File: src/rtl/uart_tx_param.sv
// uart_tx_param: parametrised UART transmitter (5..9 data bits, opt parity, 1/2 stop)
// LSB first, registered tx, valid/ready input, internal baud divider.
module uart_tx_param #(
    parameter int DATA_BITS    = 8,
    parameter int CLKS_PER_BIT = 16,
    parameter int PARITY       = 0,
    parameter int STOP_BITS    = 1
) (
    input  logic                 clk,
    input  logic                 rst_n,
    input  logic                 en,
    input  logic [DATA_BITS-1:0] in_data,
    input  logic                 in_valid,
    output logic                 in_ready,
    output logic                 tx,
    output logic                 done,
    output logic                 busy
);

    localparam int DW = (CLKS_PER_BIT > 1) ? $clog2(CLKS_PER_BIT) : 1;
    localparam int IW = $clog2(DATA_BITS);

    localparam logic [DW-1:0] DIV_LAST  = DW'(CLKS_PER_BIT - 1);
    localparam logic [IW-1:0] DATA_LAST = IW'(DATA_BITS - 1);
    localparam logic [IW-1:0] STOP_LAST = IW'(STOP_BITS - 1);

    typedef enum logic [2:0] {
        S_IDLE,
        S_START,
        S_DATA,
        S_PARITY,
        S_STOP
    } state_t;

    state_t               state_q, state_d;
    logic [DW-1:0]        div_q, div_d;
    logic [IW-1:0]        idx_q, idx_d;
    logic [DATA_BITS-1:0] shift_q, shift_d;
    logic                 par_q, par_d;
    logic                 tx_q, tx_d;
    logic                 busy_q, busy_d;
    logic                 done_q, done_d;

    logic last_tick;
    logic par_in;

    assign in_ready  = (state_q == S_IDLE) & en & rst_n;
    assign last_tick = (div_q == DIV_LAST);
    assign par_in    = (PARITY == 1) ? ~^in_data : ^in_data;

    assign tx   = tx_q;
    assign busy = busy_q;
    assign done = done_q;

    // Next-state: bit timing, shifting out the word and framing outputs
    always_comb begin
        state_d = state_q;
        div_d   = div_q;
        idx_d   = idx_q;
        shift_d = shift_q;
        par_d   = par_q;
        tx_d    = tx_q;
        busy_d  = busy_q;
        done_d  = 1'b0;
        if (en) begin
            if (state_q != S_IDLE) begin
                div_d = last_tick ? '0 : div_q + 1'b1;
            end
            unique case (state_q)
                S_IDLE: begin
                    if (in_valid) begin
                        shift_d = in_data;
                        par_d   = par_in;
                        div_d   = '0;
                        idx_d   = '0;
                        state_d = S_START;
                        tx_d    = 1'b0;
                        busy_d  = 1'b1;
                    end
                end
                S_START: begin
                    if (last_tick) begin
                        state_d = S_DATA;
                        idx_d   = '0;
                        tx_d    = shift_q[0];
                    end
                end
                S_DATA: begin
                    if (last_tick) begin
                        if (idx_q == DATA_LAST) begin
                            idx_d = '0;
                            if (PARITY != 0) begin
                                state_d = S_PARITY;
                                tx_d    = par_q;
                            end else begin
                                state_d = S_STOP;
                                tx_d    = 1'b1;
                            end
                        end else begin
                            idx_d   = idx_q + 1'b1;
                            shift_d = shift_q >> 1;
                            tx_d    = shift_q[1];
                        end
                    end
                end
                S_PARITY: begin
                    if (last_tick) begin
                        state_d = S_STOP;
                        idx_d   = '0;
                        tx_d    = 1'b1;
                    end
                end
                S_STOP: begin
                    if (last_tick) begin
                        if (idx_q == STOP_LAST) begin
                            state_d = S_IDLE;
                            idx_d   = '0;
                            busy_d  = 1'b0;
                            done_d  = 1'b1;
                        end else begin
                            idx_d = idx_q + 1'b1;
                        end
                        tx_d = 1'b1;
                    end
                end
                default: begin
                    state_d = S_IDLE;
                    tx_d    = 1'b1;
                    busy_d  = 1'b0;
                end
            endcase
        end
    end

    // State registers with synchronous active-low reset
    always_ff @(posedge clk) begin
        if (!rst_n) begin
            state_q <= S_IDLE;
            div_q   <= '0;
            idx_q   <= '0;
            shift_q <= '0;
            par_q   <= 1'b0;
            tx_q    <= 1'b1;
            busy_q  <= 1'b0;
            done_q  <= 1'b0;
        end else begin
            state_q <= state_d;
            div_q   <= div_d;
            idx_q   <= idx_d;
            shift_q <= shift_d;
            par_q   <= par_d;
            tx_q    <= tx_d;
            busy_q  <= busy_d;
            done_q  <= done_d;
        end
    end

endmodule

File: config.mk
export PLATFORM = sky130hd
export DESIGN_NAME = uart_tx_param
export DESIGN_NICKNAME = d
export VERILOG_FILES = /design/src/rtl/uart_tx_param.sv
export SDC_FILE = /design/constraint.sdc
export NUM_CORES = 1
export LEC_CHECK = 0
export ABC_CLOCK_PERIOD_IN_PS = 2550
export BUFFER_PORTS_ARGS = -buffer_cell sky130_fd_sc_hd__buf_4
export CORE_MARGIN = 2
export CORE_UTILIZATION = 53
export CTS_CLUSTER_DIAMETER = 200
export DETAILED_ROUTE_END_ITERATION = 10
export GPL_TIMING_DRIVEN = 0
export PLACE_DENSITY = 0.83
export SYNTH_ARGS = -nofsm -noshare
export SYNTH_HDL_FRONTEND = slang
export SYNTH_SLANG_ARGS = --single-unit
File: constraint.sdc
create_clock -name clk -period 2.55 [get_ports clk]
set_input_delay 0.3825 -clock clk [delete_from_list [all_inputs] [get_ports clk]]
set_output_delay 0.3825 -clock clk [all_outputs]
set_load 0.01 [all_outputs]
# Word-level counts from Yosys, hierarchy flattened
# Cells that the tools add are included.
totals:
  regBits: 21
  inputBits: 12
  output_inout_bits: 4
  wordCells: 76
classes:
  addsub: 2
  n_eq_ne: 16
  muxes: 34
  n_bitwise: 3
  reduce_logical: 14
ops:
  columns: ["op", "n"]
  rows:
  - ["$mux W3", 13]
  - ["$mux W8", 3]
  - ["$mux W4", 4]
  - ["$ne A2 B2 Y1 const B", 8]
  - ["$pmux W8 S2", 1]
  - ["$pmux W3 S5", 1]
  - ["$reduce_and A5 Y1", 3]
  - ["$pmux W3 S4", 1]
  - ["$mux W1", 9]
  - ["$reduce_and A8 Y1", 1]
  - ["$eq A3 B2 Y1 const B", 2]
  - ["$eq A3 B3 Y1 const B", 2]
  - ["$logic_not A3 Y1", 2]
  - ["$reduce_and A6 Y1", 1]
  - ["$add A4 B1 Y4 const B", 1]
  - ["$eq A4 B4 Y1 const B", 1]
  - ["$ne A2 B1 Y1 const B", 2]
  - ["$pmux W1 S4", 1]
  - ["$reduce_and A4 Y1", 1]
  - ["$reduce_bool A4 Y1", 1]
  - ["$reduce_or A2 Y1", 2]
  - ["$add A3 B1 Y3 const B", 1]
  - ["$eq A3 B1 Y1 const B", 1]
  - ["$pmux W1 S3", 1]
  - ["5 further kinds", 6]

# Longest topological paths before layout
# Gate-level depths: netlist of run 1.
logic_depth:
  ltp_word: 5
  depth_mapped: 7

# Least setup slack after synthesis of run 1
# Ideal clock, no wire load.
synth_timing:
  path_kind: "reg2reg"
  start: "register idx_q[0]"
  end: "register shift_q[0]"
  arrival_time_ns: 1.778
  t_required_ns: 2.434
  setup_slack_ns: 0.656
  path_stages_with_launch: 8
  n_path_buf: 1
  synth_period_minus_slack_ns: 1.894
  path_cell_list: "dfxtp_1 > ha_1 > ha_1 > nand4b_1 > a2111oi_4 > buf_2 > nand2_1 > o211a_1"
synth_between:
  elab_chain_len: 3
synth_lines:
  columns: ["item", "line_no", "rtl"]
  rows:
  - ["start, declared", "37", "logic [IW-1:0] idx_q, idx_d;"]
  - ["start signal, assigned", "149", "idx_q <= idx_d;"]
  - ["$eq A3 B3 Y1", "90", "if (idx_q == DATA_LAST) begin"]
  - ["$ne A2 B2 Y1 (no source line)", null, null]
  - ["$reduce_and A5 Y1 (no source line)", null, null]
  - ["end signal, assigned", "150", "shift_q <= shift_d;"]
  - ["end, declared", "38", "logic [DATA_BITS-1:0] shift_q, shift_d;"]
# Every way passes these cells.
# A chain may end at the register's enable or synchronous reset.

# Worst setup path after layout of run 1
layout_timing:
  start: "register idx_q[0]"
  end: "register shift_q[5]"
# The elaborated chain is that of the path after synthesis.

==> results.toml, run 1 <==
[timing]
finalHoldViolations = 0
rsz0062_at_grt = "false"
worst_slew_pin_slew_ps = 649.9
fmax_mhz = 471.5
relSlewSlack = 0.5620
tns_ps = 0
holdWs_ps = 354.3
finClkSkew_ps = 5.778
setup_violations = 0
drv_slew = 0
period_share = 0.8317
fin_crit_ps = 2121

[detailed_routing]
ant_nets = 0
drt_wl_total_mm = 2.451
dr.first_iter.drc_count = 35
via_count = 1050
first_pass_iters = 5
vias_per_cell = 5.899
wire_per_inst_um = 13.77
drc = 0

[finish]
fin_util = 0.6590
layout-drive-gt1-share = 0.1589
multiInputGateArea_um2 = 696.9
num-fill-cells = 177
antennaDiodeCount = 0
instances_no_fill = 178
area_delta_synth_final_pct = 14.15
postLayoutCellArea_um2 = 1333
nets = 168
ff_latch_area_um2 = 420.4

[yosys]
synth_cells = 133
async_flop_share = 0
synth_edf_count = 0
syn_area_um2 = 1167
yosys_warnings = 0
ys_seq_area_frac = 0.3601
synth.net_count = 149
synth_cell_types = 36
synth_most_common_cell = "dfxtp_1"
avgSynthCellArea_um2 = 8.777
yosysTopAreaCellShare = 0.3601
synth_largest_area_cell = "dfxtp_1"
synth_seq_cells = 21
synthTopCellsByCount = "dfxtp_1, nand2_1, o21ai_0, mux2i_1"
synth_flop_cell = "dfxtp_1"
synth.area.top_cells = "dfxtp_1, mux2i_1, o211a_1, nand2_1, a21boi_0"

[clock_network]
clk_latency_ps = 310
cts.sinks = 21
cts-resized-gates = 0
clockBufferDepth = 2
cts-hold-fix-buffers = 0
root_buffer = "clkbuf_4"
postCtsSetupRepairBufs = 0
path_clk_slew_ps = 120
tritoncts = "yes"
cts_max_level = 1
cts_buffers = 3

[place]
place_hpwl_mm = 1.840
dpl_cell_area_um2 = 1306
place_congestion = 0.8248
dp_cells = 174
io_buffers = 14

[global_route]
grt-ovfl-total = 0
grt_pass1_wl_mm = 4.153
grtUsageMet2 = 0.3658
grtUsageTotal = 0.2112
grt.busiest_layer = "met2"
first_global_vias = 994
met1_usage = 0.2509
grt_antenna_before_repair = 0
met3_usage = 0.03509
grt_max_degree = 12

[critical_path]
crit_arrival_ps = 2340
setup.worst_path.start_class = "flop"
timing_worst_setup_path_type = "reg2reg"
cp_max_fo = 10
critical_path.endpoint_type = "flop"
required_ps = 2770

[die]
die_y_um = 50.93
start_util = 0.5774
die_width_um = 50.93
ios = 16
fp-row-count = 16
die-area_um2 = 2594
coreArea_um2 = 2022

[run]
maxCapViolations = 0

[pwr]
max-vdd-ir-drop_v = 0.0003322
p_leak_nw = 0.5591
power.density_nw_per_um2 = 463.1

[min_path]
hold_path.class = "in2reg"

[outcome]
outcome = "finished clean"
layout make-up:
class | instances | share of cell area
Inverter | 3 | 0.008451
Tap cell | 27 | 0.02535
Timing Repair Buffer | 14 | 0.07887
Multi-Input combinational cell | 100 | 0.5230
Clock buffer | 4 | 0.01972
Sequential cell | 21 | 0.3155
Buffer | 9 | 0.02911
flip-flops by register name (all words and copies together), names as in the netlist:
register / cells
busy: 1
div_q: 4
done: 1
idx_q: 3
shift_q: 8
state_q: 3
tx: 1
power by group:
part | internal, mW | switching, mW | total [mW]
Clock | 0.0611 | 0.103 | 0.164
Sequential | 0.343 | 0.00941 | 0.352
Combinational | 0.0475 | 0.0528 | 0.100
worst max-delay path, stage by stage, from the launching register on:
cell	delay (ps)
dfxtp_1	350
ha_1	200
ha_1	220
nand4b_1	230
a2111oi_4	520
buf_2	300
nand2_1	80
o211a_1	140
logic make-up after synthesis:
| family | synth area share |
|---|---|
| and+or+nand+nor | 0.2326 |
| AOI/OAI and AO/OA | 0.2455 |
| DFF | 0.3601 |
| buffers and inverters | 0.04287 |
| muxes | 0.06860 |
| adders and majority gates | 0.04287 |
| xor gates and xnor gates | 0.007504 |
worst paths after layout:
kind                    from          to  slack (ps)  cells after the start
setup / recovery    idx_q[0]  shift_q[5]         430                      7
hold / removal    in_data[7]  shift_q[7]         350                      3
setup reg to reg    idx_q[0]  shift_q[5]         430                      7
hold reg to reg     idx_q[2]    idx_q[2]         490                      2
cell usage in the layout, fill, tap and decap left out, types with 5 or more instances in the layout:
cell      count
a21boi_0      7
buf_4        14
clkbuf_1      6
dfxtp_1      21
mux2i_1       8
nand2_1      17
nand2b_1      5
o211a_1       7
o21ai_0       9
stage by stage:
stage	power (mW)	setup slack [ps]
after floorplan	0.4241	655.6
after global placement	0.4541	469.5
after detailed placement	0.4599	423.2
after CTS	0.6242	411.6
after global routing	0.6458	290.0
final	0.6171	429.3
layer usage:
metal,vias up,part of all wire
met3,7,0.049
met1,495,0.43
met2,28,0.50
li1,520,-
met4,0,0.025
met5,-,0
(Power assumes the default switching activity.)
==> run 2, diff against run 1 <==
Settings changed: ABC_CLOCK_PERIOD_IN_PS 2550 to 2150.
Clock period 2.55 ns to 2.15 ns, I/O delays scaled along.
==> results.toml, run 2 (same netlist as run 1, synthesis figures left out) <==
[outcome]
outcome = "finished clean"

[detailed_routing]
vias_per_cell = 5.810
first_pass_iters = 5
ant_nets = 0
wire_per_inst_um = 13.79
drt_wl_total_mm = 2.468
via_count = 1040
dr.first_iter.drc_count = 26
drc = 0

[critical_path]
critical_path.endpoint_type = "flop"
setup.worst_path.start_class = "flop"
crit_arrival_ps = 2230
crit_slowest_cell = "a2111oi_4"
required_ps = 2370
path_cells = "ha_1 -> ha_1 -> nand4b_1 -> a2111oi_4 -> buf_4 -> nand2_1 -> o211a_1"
cp_top_family = "compound AO/OA/AOI/OAI gates"
timing_worst_setup_path_type = "reg2reg"
cp_num_buf_inv = 1
cp_max_fo = 10
critPathMaxStageDelay_ps = 460
cpMostUsedCell = "ha_1"

[die]
fp-row-count = 16
die_width_um = 50.93
coreArea_um2 = 2022
die_y_um = 50.93
die-area_um2 = 2594
start_util = 0.5774
ios = 16

[pwr]
swShare = 0.2676
switchingPower_mw = 0.1967
share_comb_of_total_power = 0.166
max-vdd-ir-drop_v = 0.0003899
p_leak_nw = 0.5645
clkPwrFrac = 0.265
power_mw = 0.7349
internal_power_mw = 0.5382
power.density_nw_per_um2 = 547.4
seq_power_share = 0.569

[timing]
post-route-worst-setup-slack_ps = 140.1
relSlewSlack = 0.5608
fmax_mhz = 497.5
finalHoldViolations = 0
drv_slew = 0
fin_crit_ps = 2010
tns_ps = 0
finClkSkew_ps = 2.069
setup_violations = 0
period_share = 0.9348
rsz0062_at_grt = "false"
worst_slew_pin_slew_ps = 651.6

[place]
place_hpwl_mm = 1.840
preCtsSetupSlack_ps = 23.22
io_buffers = 14
place_congestion = 0.8248

[clock_network]
cts_max_level = 1
cts.sinks = 21
path_clk_slew_ps = 110
clockBufferDepth = 2
clk_latency_ps = 310
root_buffer = "clkbuf_4"
tritoncts = "yes"
cts-hold-fix-buffers = 0
cts_buffers = 3

[finish]
layout_commonest_cell = "dfxtp_1"
fin_util = 0.6640
layout_common_cells = "dfxtp_1, nand2_1, buf_4, o21ai_0, mux2i_1"
antennaDiodeCount = 0
regMostFlops = "shift_q"
nets = 169
reg_top3 = "shift_q: 8 flops, div_q: 4 flops"
largest_register_ffs = 8
area_delta_synth_final_pct = 15.01
layout-drive-gt1-share = 0.1645

[global_route]
grt_max_degree = 12
grt_pass1_wl_mm = 4.153
grt-ovfl-total = 0
first_global_vias = 994
grt_antenna_before_repair = 0
grtUsageTotal = 0.2112

[min_path]
hold_path.class = "in2reg"

[run]
maxCapViolations = 0
run 2: changes by cell type in the layout (fill, tap and decap cells not counted):
cell	previous run	this run
buf_2	4	3
buf_4	14	16
run 2: layout make-up:
type / count / area (um^2)
multi-input combinational: 100 / 696.9
fill: 176 / 679.4
sequential: 21 / 420.4
timing repair buffer: 15 / 112.6
buffer: 9 / 41.29
tap: 27 / 33.78
clock buffer: 4 / 26.28
inverter: 3 / 11.26
run 2: final timing paths:
| kind | from | endpoint | depth (start not counted) | slack, ps |
|---|---|---|---|---|
| max reg2reg | idx_q[0] | shift_q[5] | 7 | 140 |
| min | in_data[7] | shift_q[7] | 3 | 290 |
| max | idx_q[0] | shift_q[5] | 7 | 140 |
| min reg2reg | idx_q[2] | idx_q[2] | 2 | 490 |
run 2: worst min-delay path: cells and delay by family:
family / cells / cell delay (ps)
AO/OA/AOI/OAI: 1 / 70
AND/OR/NAND/NOR: 1 / 70
buffers and inverters: 1 / 110
run 2: repair_timing:
item / in CTS / in global routing
endpoints found under the setup margin: 0 / 5
gates resized for setup: 0 / 2
setup buffers: 0 / 1
run 2: power by group through the flow:
| stage | Clock (mW) | Sequential, mW | Combinational (mW) |
|---|---|---|---|
| finish | 0.195 | 0.418 | 0.122 |
| global route | 0.216 | 0.420 | 0.133 |
| CTS | 0.203 | 0.418 | 0.119 |
| detailed placement | 0 | 0.427 | 0.119 |
| global placement | 0 | 0.425 | 0.113 |
| floorplan | 0 | 0.425 | 0.0777 |
run 2: per-layer routing:
metal / part of all wire / wire [um] / GRT usage
met4: 0.021 / 51 / 0.1036
met1: 0.42 / 1037 / 0.2509
met3: 0.049 / 121 / 0.03509
met5: 0 / 0 / 0
met2: 0.51 / 1258 / 0.3658
run 2: per-stage QoR:
step	hold WS, ps	instances	instance area, um^2
global route	294.6	179	1343
floorplan	454.4	133	1167
detailed placement	478.7	174	1306
global placement	467.6	174	1306
finish	292.7	179	1343
CTS	284.2	178	1333
